===== src/rtl/if_fetch.sv =====
// ---------------------------------------------------------------------------
// if_fetch -- instruction fetch front end feeding the IF/ID pipeline register.
//
// Owns the fetch PC, issues word requests over a req/gnt/rvalid memory port,
// buffers in-order responses in a small queue and presents the queue head
// ({inst_addr_o, inst_o}) combinationally to IF/ID.
//
// Ports:
//   clk_i, rst_i         clock (rising edge), async active-high reset
//   imem_req_o/addr_o    fetch request and word-aligned address
//   imem_gnt_i           request accepted this cycle
//   imem_rvalid_i/rdata_i in-order response word
//   inst_addr_o/inst_o   head PC and instruction (NOP when queue empty)
//   inst_valid_o         queue non-empty
//   stall_i              hold head, no dequeue
//   flush_i/flush_addr_i redirect fetch; stale in-flight responses dropped
//
// Optional build macro IF_FETCH_PERF_EN adds saturating counters:
//   perf_bubble_o  cycles with no valid output while not stalled/flushed
//   perf_discard_o responses dropped as stale
// ---------------------------------------------------------------------------
module if_fetch #(
    parameter int unsigned           ADDR_WIDTH = 32,
    parameter int unsigned           DATA_WIDTH = 32,
    parameter logic [ADDR_WIDTH-1:0] RESET_PC   = '0,
    parameter int unsigned           FIFO_DEPTH = 2
) (
    input  logic                  clk_i,
    input  logic                  rst_i,
    output logic                  imem_req_o,
    output logic [ADDR_WIDTH-1:0] imem_addr_o,
    input  logic                  imem_gnt_i,
    input  logic                  imem_rvalid_i,
    input  logic [DATA_WIDTH-1:0] imem_rdata_i,
    output logic [ADDR_WIDTH-1:0] inst_addr_o,
    output logic [DATA_WIDTH-1:0] inst_o,
    output logic                  inst_valid_o,
    input  logic                  stall_i,
    input  logic                  flush_i,
    input  logic [ADDR_WIDTH-1:0] flush_addr_i
`ifdef IF_FETCH_PERF_EN
    ,
    output logic [31:0]           perf_bubble_o,
    output logic [31:0]           perf_discard_o
`endif
);

    localparam int unsigned PW = $clog2(FIFO_DEPTH);
    localparam int unsigned CW = $clog2(FIFO_DEPTH + 1);
    localparam logic [CW-1:0] FD_C = CW'(FIFO_DEPTH);
    localparam logic [CW:0]   FD_S = (CW + 1)'(FIFO_DEPTH);
    localparam logic [DATA_WIDTH-1:0] NOP = DATA_WIDTH'(32'h0000_0013);

    logic [ADDR_WIDTH-1:0] r_fetch_pc;
    logic [ADDR_WIDTH-1:0] r_head_pc;
    logic [DATA_WIDTH-1:0] r_mem [FIFO_DEPTH];
    logic [PW-1:0]         r_rd_ptr;
    logic [PW-1:0]         r_wr_ptr;
    logic [CW-1:0]         r_count;
    logic [CW-1:0]         r_pending;
    logic [CW-1:0]         r_discard;

    logic                  w_req;
    logic                  w_gnt;
    logic                  w_rsp_keep;
    logic                  w_rsp_drop;
    logic                  w_deq;
    logic [CW:0]           w_credit_used;
    logic [ADDR_WIDTH-1:0] w_flush_pc;

    // Credit covers both queued words and words still owed by memory, so a
    // granted request always has a slot waiting for it.
    assign w_credit_used = {1'b0, r_pending} + {1'b0, r_count};
    assign w_req         = !rst_i && !flush_i && (w_credit_used < FD_S);
    assign w_gnt         = w_req && imem_gnt_i;
    // A response landing in a flush cycle is stale as well.
    assign w_rsp_keep    = imem_rvalid_i && !flush_i && (r_discard == '0);
    assign w_rsp_drop    = imem_rvalid_i && !w_rsp_keep;
    assign w_deq         = inst_valid_o && !stall_i && !flush_i;
    assign w_flush_pc    = flush_addr_i & ~ADDR_WIDTH'(3);

    assign imem_req_o   = w_req;
    assign imem_addr_o  = r_fetch_pc;
    assign inst_valid_o = (r_count != '0);
    assign inst_addr_o  = r_head_pc;
    assign inst_o       = inst_valid_o ? r_mem[r_rd_ptr] : NOP;

    always_ff @(posedge clk_i or posedge rst_i) begin
        if (rst_i) begin
            r_fetch_pc <= RESET_PC;
            r_head_pc  <= RESET_PC;
            r_rd_ptr   <= '0;
            r_wr_ptr   <= '0;
            r_count    <= '0;
            r_pending  <= '0;
            r_discard  <= '0;
        end else begin
            r_pending <= r_pending + CW'(w_gnt) - CW'(imem_rvalid_i);
            if (flush_i) begin
                r_fetch_pc <= w_flush_pc;
                r_head_pc  <= w_flush_pc;
                r_rd_ptr   <= '0;
                r_wr_ptr   <= '0;
                r_count    <= '0;
                // Everything still owed is stale; a response arriving now is
                // already being dropped.
                r_discard  <= r_pending - CW'(imem_rvalid_i);
            end else begin
                if (w_gnt) begin
                    r_fetch_pc <= r_fetch_pc + ADDR_WIDTH'(4);
                end
                if (w_deq) begin
                    r_head_pc <= r_head_pc + ADDR_WIDTH'(4);
                    r_rd_ptr  <= r_rd_ptr + PW'(1);
                end
                if (w_rsp_keep) begin
                    r_wr_ptr <= r_wr_ptr + PW'(1);
                end
                if (w_rsp_drop) begin
                    r_discard <= r_discard - CW'(1);
                end
                r_count <= r_count + CW'(w_rsp_keep) - CW'(w_deq);
            end
        end
    end

    // Data storage needs no reset; validity is tracked by r_count.
    always_ff @(posedge clk_i) begin
        if (w_rsp_keep) begin
            r_mem[r_wr_ptr] <= imem_rdata_i;
        end
    end

    a_no_overflow: assert property (@(posedge clk_i) disable iff (rst_i)
        !(w_rsp_keep && !w_deq && (r_count == FD_C)));

    a_no_orphan_rsp: assert property (@(posedge clk_i) disable iff (rst_i)
        !(imem_rvalid_i && (r_pending == '0)));

`ifdef IF_FETCH_PERF_EN
    logic [31:0] r_perf_bubble;
    logic [31:0] r_perf_discard;

    always_ff @(posedge clk_i or posedge rst_i) begin
        if (rst_i) begin
            r_perf_bubble  <= '0;
            r_perf_discard <= '0;
        end else begin
            if (!inst_valid_o && !stall_i && !flush_i && (r_perf_bubble != '1)) begin
                r_perf_bubble <= r_perf_bubble + 32'd1;
            end
            if (w_rsp_drop && (r_perf_discard != '1)) begin
                r_perf_discard <= r_perf_discard + 32'd1;
            end
        end
    end

    assign perf_bubble_o  = r_perf_bubble;
    assign perf_discard_o = r_perf_discard;
`endif

endmodule


===== config.mk =====
export PLATFORM = sky130hd
export DESIGN_NAME = if_fetch
export DESIGN_NICKNAME = d
export VERILOG_FILES = /design/src/rtl/if_fetch.sv
export SDC_FILE = /design/constraint.sdc
export NUM_CORES = 1
export LEC_CHECK = 0
export CORE_MARGIN = 2
export CORE_UTILIZATION = 53
export DETAILED_ROUTE_END_ITERATION = 8
export PLACE_DENSITY = 0.95
export SLEW_MARGIN = 10
export SYNTH_ARGS = -nofsm -noshare
export SYNTH_HDL_FRONTEND = slang
export SYNTH_SLANG_ARGS = --single-unit

===== constraint.sdc =====
create_clock -name clk_i -period 5.2 [get_ports clk_i]
set_input_delay 1.04 -clock clk_i [delete_from_list [all_inputs] [get_ports clk_i]]
set_output_delay 1.04 -clock clk_i [all_outputs]
set_load 0.01 [all_outputs]

==> metrics.log <==
INFO  metric unrepaired_setup_endpoints_after_global_routing = false
INFO  metric htreeDepth = 4
INFO  metric critical_path.max_fanout = 14
INFO  metric post_cts_resize_count = 0
INFO  metric cts_setup_buffers = 0
INFO  metric portBuffers = ~160
INFO  metric crit_chain = and2_1 > fa_1 > or4_1 > clkinv_2 > clkdlybuf4s50_1
INFO  metric die-area = between 10000 and 15000 um2
INFO  metric drv.max_cap_violation_count = 0
INFO  metric final_area = 8950 um2
INFO  metric ctsHoldBuffers = 0
INFO  metric mean_routed_wirelength_per_cell = just under 20 um
INFO  metric final_core_util = 74.2%
INFO  metric tritoncts_clock_tree = done
INFO  metric layout_min_cycle_time = between 4 and 5 ns
INFO  metric synthCells = about 620
INFO  metric final_cell_count_no_fill = roughly 950
INFO  metric ff2ff_path_depth = 11
INFO  metric min_path_cells = 1
INFO  metric layout-area-overhead-vs-synth = 35.7%
INFO  metric relSlewSlack = around 27%
INFO  metric classification_of_the_worst_slack_hold_path = register to register
INFO  metric critPathCaptureType = output pin
INFO  metric finalCritPeriodShare = 80.9%
INFO  metric reg_to_reg_start = r_count[0]
INFO  metric height_of_the_die = roughly 120 um
INFO  metric cts-root-to-sink-buffers = 2
INFO  metric first_pass_grt_wire_length = approximately 29000 um
INFO  metric pin_count_of_the_biggest_net_entering_global_routing = 72
INFO  metric cts_root_buffer = clkbuf_16
INFO  metric count_of_flip_flops_with_a_built_in_enable_after_synthesis = 64
INFO  metric critical-path-slowest-cell = or4_1
INFO  metric worst_hold_slack = around 0.54 ns
INFO  metric timing.final.ws_setup = between 0.9 and 1 ns
INFO  metric detailroute.wirelength.met3 = ~1900 um
INFO  metric hold_viol_final = 0
INFO  metric ys_warn_count = 0
INFO  metric vias = roughly 5900
INFO  metric drcViolationCount = 0
INFO  metric synthesis.area_per_instance = 10.7 um2
INFO  metric ys_ff_latch = 132
INFO  metric timing_worst_setup_path_type = register to output pin
INFO  metric required = 4.16 ns
INFO  metric coreArea = 12100 um2
INFO  metric grt.overflow.total = 0
INFO  metric synth.yosys.seq_area_share = between 50% and 60%
INFO  metric postRouteWirelength = about 19000 um
INFO  metric detail_route.wirelength.met1 = about 7300 um
INFO  metric initial_core_util = 54.7%
INFO  metric pre_cts_ws = between 1 and 1.5 ns
INFO  metric clk_latency = roughly 0.41 ns
INFO  metric nets = 849
INFO  metric num_rows = 40
INFO  metric fmaxAchievable = between 0.2 and 0.25 GHz
INFO  metric dp_hpwl = 12600 um
INFO  metric track_usage = about 28%
INFO  metric cts_buffers = 17
INFO  metric route.top_layer_used = met4
INFO  metric instance_area_at_placement = 8320 um2
INFO  metric wl_met2 = 9070 um
INFO  metric p_total = around 3.4 mW
INFO  metric timing.critical_path.max_delay_family = simple AND/OR/NAND/NOR gates
INFO  metric timing.rr.end = r_pending[1]
INFO  metric drt_iter0_markers = roughly 720
INFO  metric crit_buf_inv = 2
INFO  metric clkSlewWorstSetupHoldPaths = 0.06 ns
INFO  metric drt.antenna.violating_nets = 0
INFO  metric timing.critical_path.slowest_cell_delay = around 0.84 ns
INFO  metric pin_count = approximately 170
INFO  metric result_of_the_run = finished, final reports clean
INFO  metric die_width = around 120 um
INFO  metric avgViaCountPerCell = approximately 6.2
INFO  metric final.setup.tns = 0 ns
INFO  metric worst_clock_skew = between 0.005 and 0.006 ns
INFO  metric postSynth.asyncResetShare = around 52%
INFO  metric clk_sink_count = 132
INFO  metric startpoint_type = register
INFO  metric min_to = r_pending[0]
INFO  metric worst-r2r-setup-slack = 1.65 ns
INFO  metric synthesized_area = 6600 um2
INFO  metric grt_antenna_before_repair = 1
INFO  metric routabilityCongestion = 0.917
INFO  metric tightest_slew = approximately 1.1 ns
INFO  metric dr.pass1.iters = 8
INFO  metric total_leakage_power = 3.23 nW
INFO  metric synth_top_flop_cell = dfrtp_1
INFO  metric min-delay-start = r_pending[0]
INFO  metric final_max_slew_viol_count = 0
INFO  metric post-place-cells = roughly 920
INFO  metric number_of_global_route_vias_before_repair = around 5800
INFO  metric worstPathArrival = 3.17 ns
INFO  metric synthDistinctLibCells = between 50 and 60
INFO  metric proportion_of_layout_cells_with_a_drive_suffix_above_1 = 6.90%
INFO  metric cellPowerDensity = around 380 nW/um2
INFO  metric vdd.ir_drop.worst = around 0.2 mV
INFO  metric report.final.setup_viol = 0
[power breakdown]
group          switching (mW)  leakage [nW]  internal (mW)
Clock                   0.464         0.300          0.807
Combinational           0.370          1.53          0.401
Sequential              0.152          1.39           1.21
[state kept, by name, indices dropped and copies added, names as in the netlist]
signal / flops
r_mem: 64
imem_addr_o: 30
inst_addr_o: 30
r_count: 2
r_discard: 2
r_pending: 2
r_rd_ptr: 1
r_wr_ptr: 1
[layout by cell type, fill, tap and decap left out, drive strengths merged, types with 9 or more instances in the layout]
cell,n
o311ai,9
clkdlybuf4s50,160
clkbuf,17
and3,10
nand3,37
o211ai,12
mux2i,34
dfrtp,68
nor2,56
or4,22
nor3,15
o21ai,29
xnor2,17
o31ai,12
buf,9
a31oi,13
nand4,19
edfxtp,64
nand2,54
inv,26
[how the worst max path moves through the flow]
stage	slack, ns	start	end	cells past startpoint
6_report	0.99	r_count[0]	imem_req_o	5
2_1_floorplan	1.69	flush_i	r_mem[0][0]	5
3_5_place_dp	1.15	rst_i	imem_req_o	4
5_1_grt	0.90	r_count[0]	imem_req_o	5
3_3_place_gp	1.15	rst_i	imem_req_o	4
4_1_cts	1.02	r_count[0]	imem_req_o	5
[kinds of logic (layout without fill, tap and decap cells)]
| kind of cell | count (synthesis) | count (layout) | synth area share, % |
|---|---|---|---|
| AND/OR/NAND/NOR | 250 | 250 | 19.7 |
| buffers and inverters | 64 | 226 | 4.13 |
| multiplexers | 35 | 35 | 5.33 |
| adder cells (fa/ha/maj) | 9 | 9 | 1.82 |
| AO/OA/AOI/OAI | 107 | 107 | 11.4 |
| other | 1 | 5 | 0.0568 |
| flip-flops | 132 | 132 | 54.9 |
| XOR/XNOR | 20 | 20 | 2.66 |
[routing by layer]
| layer | track usage [%] | vias up |
|---|---|---|
| met3 | 7.01 | 45 |
| li1 | - | 2636 |
| met1 | 37.5 | 2836 |
| met2 | 46.2 | 406 |
| met4 | 9.80 | 0 |
| met5 | 0 | - |
[layout make-up]
class	count	area, um2
sequential	132	3620
fill	794	3110
multi-input combinational	425	2720
timing repair buffer	169	1670
clock buffer	17	425
tap	168	210
clock inverter	15	205
inverter	25	95.1
antenna	1	2.50
[cells in the mapped netlist, types with 9 or more instances]
| master | n | area (um2) |
|---|---|---|
| nand4_1 | 19 | 119 |
| o311ai_0 | 9 | 78.8 |
| mux2i_1 | 34 | 340 |
| dfrtp_1 | 68 | 1700 |
| edfxtp_1 | 64 | 1920 |
| o211ai_1 | 12 | 90.1 |
| nand2_1 | 54 | 203 |
| nor3_1 | 15 | 75.1 |
| nor2_1 | 55 | 206 |
| nand3_1 | 37 | 185 |
| or4_1 | 22 | 165 |
| o31ai_1 | 12 | 90.1 |
| o21ai_0 | 27 | 135 |
| xnor2_1 | 17 | 149 |
| and3_1 | 10 | 62.6 |
| a31oi_1 | 13 | 81.3 |
| inv_1 | 22 | 82.6 |
| clkbuf_1 | 25 | 93.8 |
(Power assumes the default switching activity.)
